## config.mk

```make
export PLATFORM = sky130hd
export DESIGN_NAME = pipe_stage_chain
export DESIGN_NICKNAME = d
export VERILOG_FILES = /design/src/rtl/pipe_stage_chain.sv
export SDC_FILE = /design/constraint.sdc
export NUM_CORES = 1
export LEC_CHECK = 0
export ABC_AREA = 0
export CORE_MARGIN = 2
export CORE_UTILIZATION = 47
export DETAILED_ROUTE_END_ITERATION = 7
export PLACE_DENSITY = 0.82
export SYNTH_ARGS = -nofsm -noshare
export SYNTH_HDL_FRONTEND = slang
export SYNTH_SLANG_ARGS = --single-unit
```

## constraint.sdc

```tcl
create_clock -name clk -period 2.7 [get_ports clk]
set_clock_uncertainty 0.1 [all_clocks]
set_input_delay 0.54 -clock clk [delete_from_list [all_inputs] [get_ports clk]]
set_output_delay 0.54 -clock clk [all_outputs]
set_load 0.01 [all_outputs]
```

## src/rtl/pipe_stage_chain.sv

```systemverilog
// pipe_stage_chain
//   Elastic chain of STAGES pipeline slots that carries a packed WIDTH-bit bundle
//   with valid/ready flow control. Each slot has a main register and, when SKID=1,
//   a second skid register, so in_ready comes straight from a flop. With SKID=0
//   in_ready is combinational from out_ready through every slot.
//   flush_mask[i] empties slot i at the next edge. A bundle moving into the slot
//   on that edge is discarded. A bundle leaving the slot on that edge is still
//   delivered.
//   Empty slots hold BUBBLE, and out_data shows BUBBLE while out_valid is low.
//
// Ports
//   clk         rising-edge clock
//   nrst        asynchronous active-low reset
//   in_valid    upstream bundle valid
//   in_ready    chain accepts in_data this cycle (forced low during reset)
//   in_data     upstream bundle
//   out_valid   last slot holds a valid bundle
//   out_ready   downstream accepts out_data this cycle
//   out_data    last-slot bundle, BUBBLE when out_valid=0
//   flush_mask  bit i squashes slot i (bit 0 = input side) at the next edge
//   occupancy   registered count of valid entries (main + skid) in the chain
module pipe_stage_chain #(
   parameter int               WIDTH  = 32,
   parameter int               STAGES = 1,
   parameter bit               SKID   = 1'b1,
   parameter logic [WIDTH-1:0] BUBBLE = '0
) (
   input  logic                               clk,
   input  logic                               nrst,
   input  logic                               in_valid,
   output logic                               in_ready,
   input  logic [WIDTH-1:0]                   in_data,
   output logic                               out_valid,
   input  logic                               out_ready,
   output logic [WIDTH-1:0]                   out_data,
   input  logic [STAGES-1:0]                  flush_mask,
   output logic [$clog2(2*STAGES+1)-1:0]      occupancy
);

   localparam int OCC_W = $clog2(2*STAGES+1);

   logic [STAGES-1:0] up_rdy;
   logic [STAGES-1:0] dn_rdy;
   logic [STAGES-1:0] slot_v;
   logic [STAGES-1:0] main_v_nxt;
   logic [STAGES-1:0] skid_v_nxt;
   logic [WIDTH-1:0]  slot_d [STAGES];
   logic [OCC_W-1:0]  occ_d;
   logic [OCC_W-1:0]  occ_q;

   for (genvar i = 0; i < STAGES; i++) begin : g_slot
      logic             feed_v;
      logic [WIDTH-1:0] feed_d;
      logic             take;
      logic             drain;
      logic             vm_q;
      logic             vm_d;
      logic [WIDTH-1:0] dm_q;
      logic [WIDTH-1:0] dm_d;

      if (i == 0) begin : g_head
         assign feed_v = in_valid;
         assign feed_d = in_data;
      end else begin : g_body
         assign feed_v = slot_v[i-1];
         assign feed_d = slot_d[i-1];
      end

      if (i == STAGES-1) begin : g_tail
         assign dn_rdy[i] = out_ready;
      end else begin : g_mid
         assign dn_rdy[i] = up_rdy[i+1];
      end

      assign take  = feed_v & up_rdy[i];
      assign drain = vm_q & dn_rdy[i];

      if (SKID) begin : g_skid
         logic             vs_q;
         logic             vs_d;
         logic [WIDTH-1:0] ds_q;
         logic [WIDTH-1:0] ds_d;

         // Readiness depends only on the skid flop, which cuts the ready path.
         assign up_rdy[i] = ~vs_q;

         // take implies the skid is empty, so the skid->main move never
         // collides with an incoming bundle.
         always_comb begin
            vm_d = vm_q;
            dm_d = dm_q;
            vs_d = vs_q;
            ds_d = ds_q;
            if (flush_mask[i]) begin
               vm_d = 1'b0;
               dm_d = BUBBLE;
               vs_d = 1'b0;
               ds_d = BUBBLE;
            end else if (vs_q && drain) begin
               vm_d = 1'b1;
               dm_d = ds_q;
               vs_d = 1'b0;
               ds_d = BUBBLE;
            end else if (take && (!vm_q || drain)) begin
               vm_d = 1'b1;
               dm_d = feed_d;
            end else if (take) begin
               vs_d = 1'b1;
               ds_d = feed_d;
            end else if (drain) begin
               vm_d = 1'b0;
               dm_d = BUBBLE;
            end
         end

         always_ff @(posedge clk or negedge nrst) begin
            if (!nrst) begin
               vs_q <= 1'b0;
               ds_q <= BUBBLE;
            end else begin
               vs_q <= vs_d;
               ds_q <= ds_d;
            end
         end

         assign skid_v_nxt[i] = vs_d;
      end else begin : g_noskid
         // Combinational ready chain: a full slot is ready when it drains this edge.
         assign up_rdy[i] = ~vm_q | dn_rdy[i];

         always_comb begin
            vm_d = vm_q;
            dm_d = dm_q;
            if (flush_mask[i]) begin
               vm_d = 1'b0;
               dm_d = BUBBLE;
            end else if (take) begin
               vm_d = 1'b1;
               dm_d = feed_d;
            end else if (drain) begin
               vm_d = 1'b0;
               dm_d = BUBBLE;
            end
         end

         assign skid_v_nxt[i] = 1'b0;
      end

      always_ff @(posedge clk or negedge nrst) begin
         if (!nrst) begin
            vm_q <= 1'b0;
            dm_q <= BUBBLE;
         end else begin
            vm_q <= vm_d;
            dm_q <= dm_d;
         end
      end

      assign slot_v[i]     = vm_q;
      assign slot_d[i]     = dm_q;
      assign main_v_nxt[i] = vm_d;
   end

   // Count from next-state valids so occupancy lines up with the slot contents.
   always_comb begin
      occ_d = '0;
      for (int i = 0; i < STAGES; i++) begin
         occ_d = occ_d + OCC_W'(main_v_nxt[i]) + OCC_W'(skid_v_nxt[i]);
      end
   end

   always_ff @(posedge clk or negedge nrst) begin
      if (!nrst) occ_q <= '0;
      else       occ_q <= occ_d;
   end

   assign in_ready  = up_rdy[0] & nrst;
   assign out_valid = slot_v[STAGES-1];
   assign out_data  = slot_v[STAGES-1] ? slot_d[STAGES-1] : BUBBLE;
   assign occupancy = occ_q;

endmodule

```

# Yosys cells after proc, flatten, opt, wreduce, memory -nomap -nowiden
# Index checks and enable logic that the tools add are counted.
# W data, S select, Z words.
# totals
output_inout_bits,36
register_bits,68
# op_classes
eq_ne,2
n_reduce_logical,8
muxes,19
addsub,1
bitwise_logic,4
# ops
op,count
$mux W32,10
$mux W1,9
$ne A4 B2 Y1 const B,1
$reduce_and A2 Y1,2
$reduce_bool A4 Y1,1
$and A1 B1 Y1,3
$ne A3 B3 Y1 const B,1
$reduce_bool A3 Y1,1
$add A1 B1 Y2,1
$logic_and A1 B1 Y1,2
$logic_not A1 Y1,1
$logic_or A1 B1 Y1,1
$not A1 Y1,1

# Logic depth before layout (Yosys ltp)
# depth
word_depth,7
mapped_depth,6

# Least setup slack after synthesis
# OpenSTA, ideal clock, no wires.
# synth_path
kind,input-to-reg
start,input port flush_mask
end,register occ_q[0] (netlist: occupancy[0])
setup_slack_ns,1.015
path_stages,4
arrival_time_ns,1.460
setup_ns,0.126
path_buffers,2
path_cell_list,clkbuf_1 -> clkbuf_1 -> nor2_1 -> ha_1
# synth_between
elab_chain_len,2
word_cells_on_any_way,3
cone_classes,1 x add/sub; 2 x mux
# synth_lines
item,line_no,rtl
start: declaration,36,"input logic [STAGES-1:0] flush_mask,"
$mux W1,94,if (flush_mask[i]) begin
named net g_slot[0].vm_d,57,logic vm_d;
$add A1 B1 Y2,168,occ_d = occ_d + OCC_W'(main_v_nxt[i]) + OCC_W'(skid_v_nxt[i]);
named net occ_d[0],48,logic [OCC_W-1:0] occ_d;
end signal: assignment,173,if (!nrst) occ_q <= '0;
end signal: assignment,174,else occ_q <= occ_d;
end: declaration,49,logic [OCC_W-1:0] occ_q;
# The timed path passes the listed nets, and every way through them passes these cells.
# A chain may end at the register's enable or synchronous reset.

# Worst setup path in the final report
# layout_path
start,register g_slot[0].vm_q (netlist: out_valid)
end,output port out_data[11]
# layout_between
elab_chain_len,1
# layout_lines
item,line_no,rtl
start: declaration,56,logic vm_q;
start signal: assignment,154,vm_q <= vm_d;
$mux W32,179,assign out_data = slot_v[STAGES-1] ? slot_d[STAGES-1] : BUBBLE;
end: declaration,35,"output logic [WIDTH-1:0] out_data,"
# No other way between the ends.

==> run_results.csv <==
group,metric,value,unit
timing,hold_viol,0,
yosys,synth_top_area_share,52.3,%
power,p_int,0.00173,W
setup_path,critical_path_arrival,1.84,ns
timing,post-route-period-util,91.7,%
yosys,synthFlopType,"dfrtp_1",
yosys,synth_top_area_cell,"dfrtp_1",
clock_network,cts_resized,0,
setup_path,start_kind,"flop",
global_route,antenna_found_initial,0,
yosys,synth.avg_cell_area,10.5,um^2
yosys,netlist_instances,309,
yosys,syn_area,0.00325,mm^2
routing,dr.pass1.iters,4,
timing,period_minus_slack,2.48,ns
place,place.detailed.hpwl,5140,um
timing,worst_slew_margin_rel,36.9,%
finish,diodes,0,
finish,utilization,63.3,%
clock_network,post_cts_buffers,0,
setup_path,cp.required,2.06,ns
yosys,async_reset_ff_share,100,%
global_route,grt_max_degree,69,
yosys,yosysUniqueCellTypes,21,
power,leakagePower,1.67,nW
routing,route.detailed.drc,0,
routing,vias,2658,
power,p_clk_share,39.1,%
yosys,synth_edf_count,0,
setup_path,crit_path_max_fanout,16,
place,portBuffers,72,
setup_path,end_kind,"primary output",
floorplanning,num_rows,30,
finish,nets,412,
run_status,status,"complete, no violations",
clock_network,h-tree-depth,3,
routing,drt_iter0_drc,196,
yosys,synth_fp_nets,347,
finish,syn_to_final_growth,31.5,%
global_route,grt_pass1_wl,13600,um
global_route,overflow,0,
timing,tightest_slew,0.946,ns
power,netSwitchingPower,0.000596,W
clock_network,clk_path_buf_depth,2,
floorplanning,dieWidth,87.2,um
floorplanning,core,0.00676,mm^2
floorplanning,pin_count,73,
yosys,yosysWarnings,0,
clock_network,holdBufCountCts,0,
yosys,synthTopCellsByArea,"dfrtp_1, a32oi_1, o2bb2ai_1",
routing,ant_nets,0,
clock_network,path_clk_slew,0.07,ns
floorplanning,die_h,87.2,um
clock_network,cts_root_buf,"clkbuf_8",
floorplanning,start_util,48.1,%
power,combPwrFrac,13.8,%
place,globalplace.congestion,0.767,
yosys,seq_area_frac_synth,52.3,%
timing,slew_violations,0,
clock_network,cts_tree,"yes",
power,swShare,25.6,%
routing,wirelength,8120,um
global_route,grt_pass1_vias,2707,
yosys,synth_top_cells_by_count,"dfrtp_1, nand2_1, a32oi_1, and2_1, o2bb2ai_1",
timing,setup_violations,0,
timing,fmax,0.404,GHz
clock_network,clkLatencyLatePin,0.34,ns
finish,fillerInstances,536,
clock_network,cts.sinks,68,
power,power_density,545,mW/mm^2
yosys,ys_ff_latch,68,
yosys,yosysMostFrequentCell,"dfrtp_1",
routing,post_drt_wl_per_cell,17.7,um
power,seqPwrFrac,47.2,%
job,maxCapViolCount,0,
floorplanning,die_area,0.00760,mm^2
routing,via_per_inst,5.79,
global_route,grt_usage,22.9,%
hold_path,min_path_type,"input pin to asynchronous set/reset pin",
finish,drive_above_1_share,17.9,%
power,ir_worst_vdd,277,uV
setup_path,worst-setup-path-type,"flop to primary output",
timing,rsz0062_at_grt,"no",
clock_network,cts_inserted_buffers,9,
timing,finalSetupTns,0,ns
-- worst max-delay path, cell delays in order (launching register included) --
cell and delay (ns):
dfrtp_2 0.56, buf_4 0.25, and2_1 0.14, clkdlybuf4s50_1 0.54
-- per-stage QoR --
stage | instance area, um^2 | power (W) | instances | hold slack [ns] | setup WS [ns]
after floorplan | 3250 | 0.00126 | 309 | 0.144 | 1.01
after global placement | 4060 | 0.00143 | 443 | 0.366 | 0.160
after detailed placement | 4060 | 0.00144 | 443 | 0.366 | 0.111
after CTS | 4280 | 0.00234 | 459 | 0.340 | 0.0417
after global routing | 4280 | 0.00241 | 459 | 0.396 | 0.144
final | 4280 | 0.00233 | 459 | 0.301 | 0.223
-- power groups by stage --
stage          clock network [W]  logic, W  registers [W]
2_1_floorplan                  0  0.000159        0.00110
3_3_place_gp                   0  0.000313        0.00112
3_5_place_dp                   0  0.000321        0.00112
4_1_cts                 0.000917  0.000322        0.00110
5_1_grt                 0.000957  0.000350        0.00110
6_report                0.000910  0.000321        0.00110
-- cell type report --
class                   instances  area [um^2]  share of cell area, %
clock inverters                 7         91.3                   2.14
well taps                      80          100                   2.34
clock buffers                   9          124                   2.90
repair buffers                 88          848                   19.8
multi-input cells             207         1410                   33.0
flip-flops and latches         68         1700                   39.8
-- registers in the layout, indices dropped and copies added, names as in the netlist --
| name | count |
|---|---|
| g_slot.g_skid.vs_q | 1 |
| g_slot.g_skid.ds_q | 32 |
| out_valid | 1 |
| g_slot.dm_q | 32 |
| occupancy | 2 |
-- cells by family (layout without fill, tap and decap cells) --
group	Yosys count	in the layout	share of synthesized area [%]
adders and majority gates	1	1	0.385
and+or+nand+nor	106	106	15.7
buffers and inverters	34	104	5.08
DFF	68	68	52.3
AOI/OAI and AO/OA	100	100	26.5
-- worst paths after layout --
check                                          startpoint  cells past startpoint                        endpoint  slack [ns]
min                                                  nrst                      2  g_slot[0].dm_q[19]$_DFFE_PN0P_        0.30
max reg2reg                           out_valid$_DFF_PN0_                      4   g_slot[0].dm_q[9]$_DFFE_PN0P_        0.59
max in group asynchronous                            nrst                      2             out_valid$_DFF_PN0_        1.59
max                                   out_valid$_DFF_PN0_                      3                    out_data[11]        0.22
min reg2reg                g_slot[0].dm_q[28]$_DFFE_PN0P_                      1  g_slot[0].dm_q[28]$_DFFE_PN0P_        0.38
min in group clk           g_slot[0].dm_q[28]$_DFFE_PN0P_                      1  g_slot[0].dm_q[28]$_DFFE_PN0P_        0.38
-- layout by cell type (no fill, tap or decap) --
cell and instances:
buf_2 1, or2_2 1, clkbuf_8 9, bufinv_16 2, clkinv_2 3, nand2_1 64
nor2b_1 1, a21oi_2 30, nor3b_1 1, buf_4 15, a211oi_1 1, nand4bb_1 1
clkdlybuf4s50_1 71, dfrtp_2 1, and2_1 32, clkinvlp_4 1, and3_1 1, nand2b_1 2
nor2_1 1, a32oi_1 32, ha_1 1, dfrtp_1 67, buf_12 1, a211oi_4 1
o2bb2ai_1 32, a21oi_1 4, nor4bb_4 1, nor2b_2 1, clkinv_4 1
-- routing by layer --
layer	up-vias	GRT usage (%)	part of all wire (%)
met3	8	4.17	5.3
met2	94	35.8	47
met4	0	7.69	1.1
met5	-	0	0
met1	1311	32.5	47
li1	1245	-	-
Power figures use the tool's default switching activity.
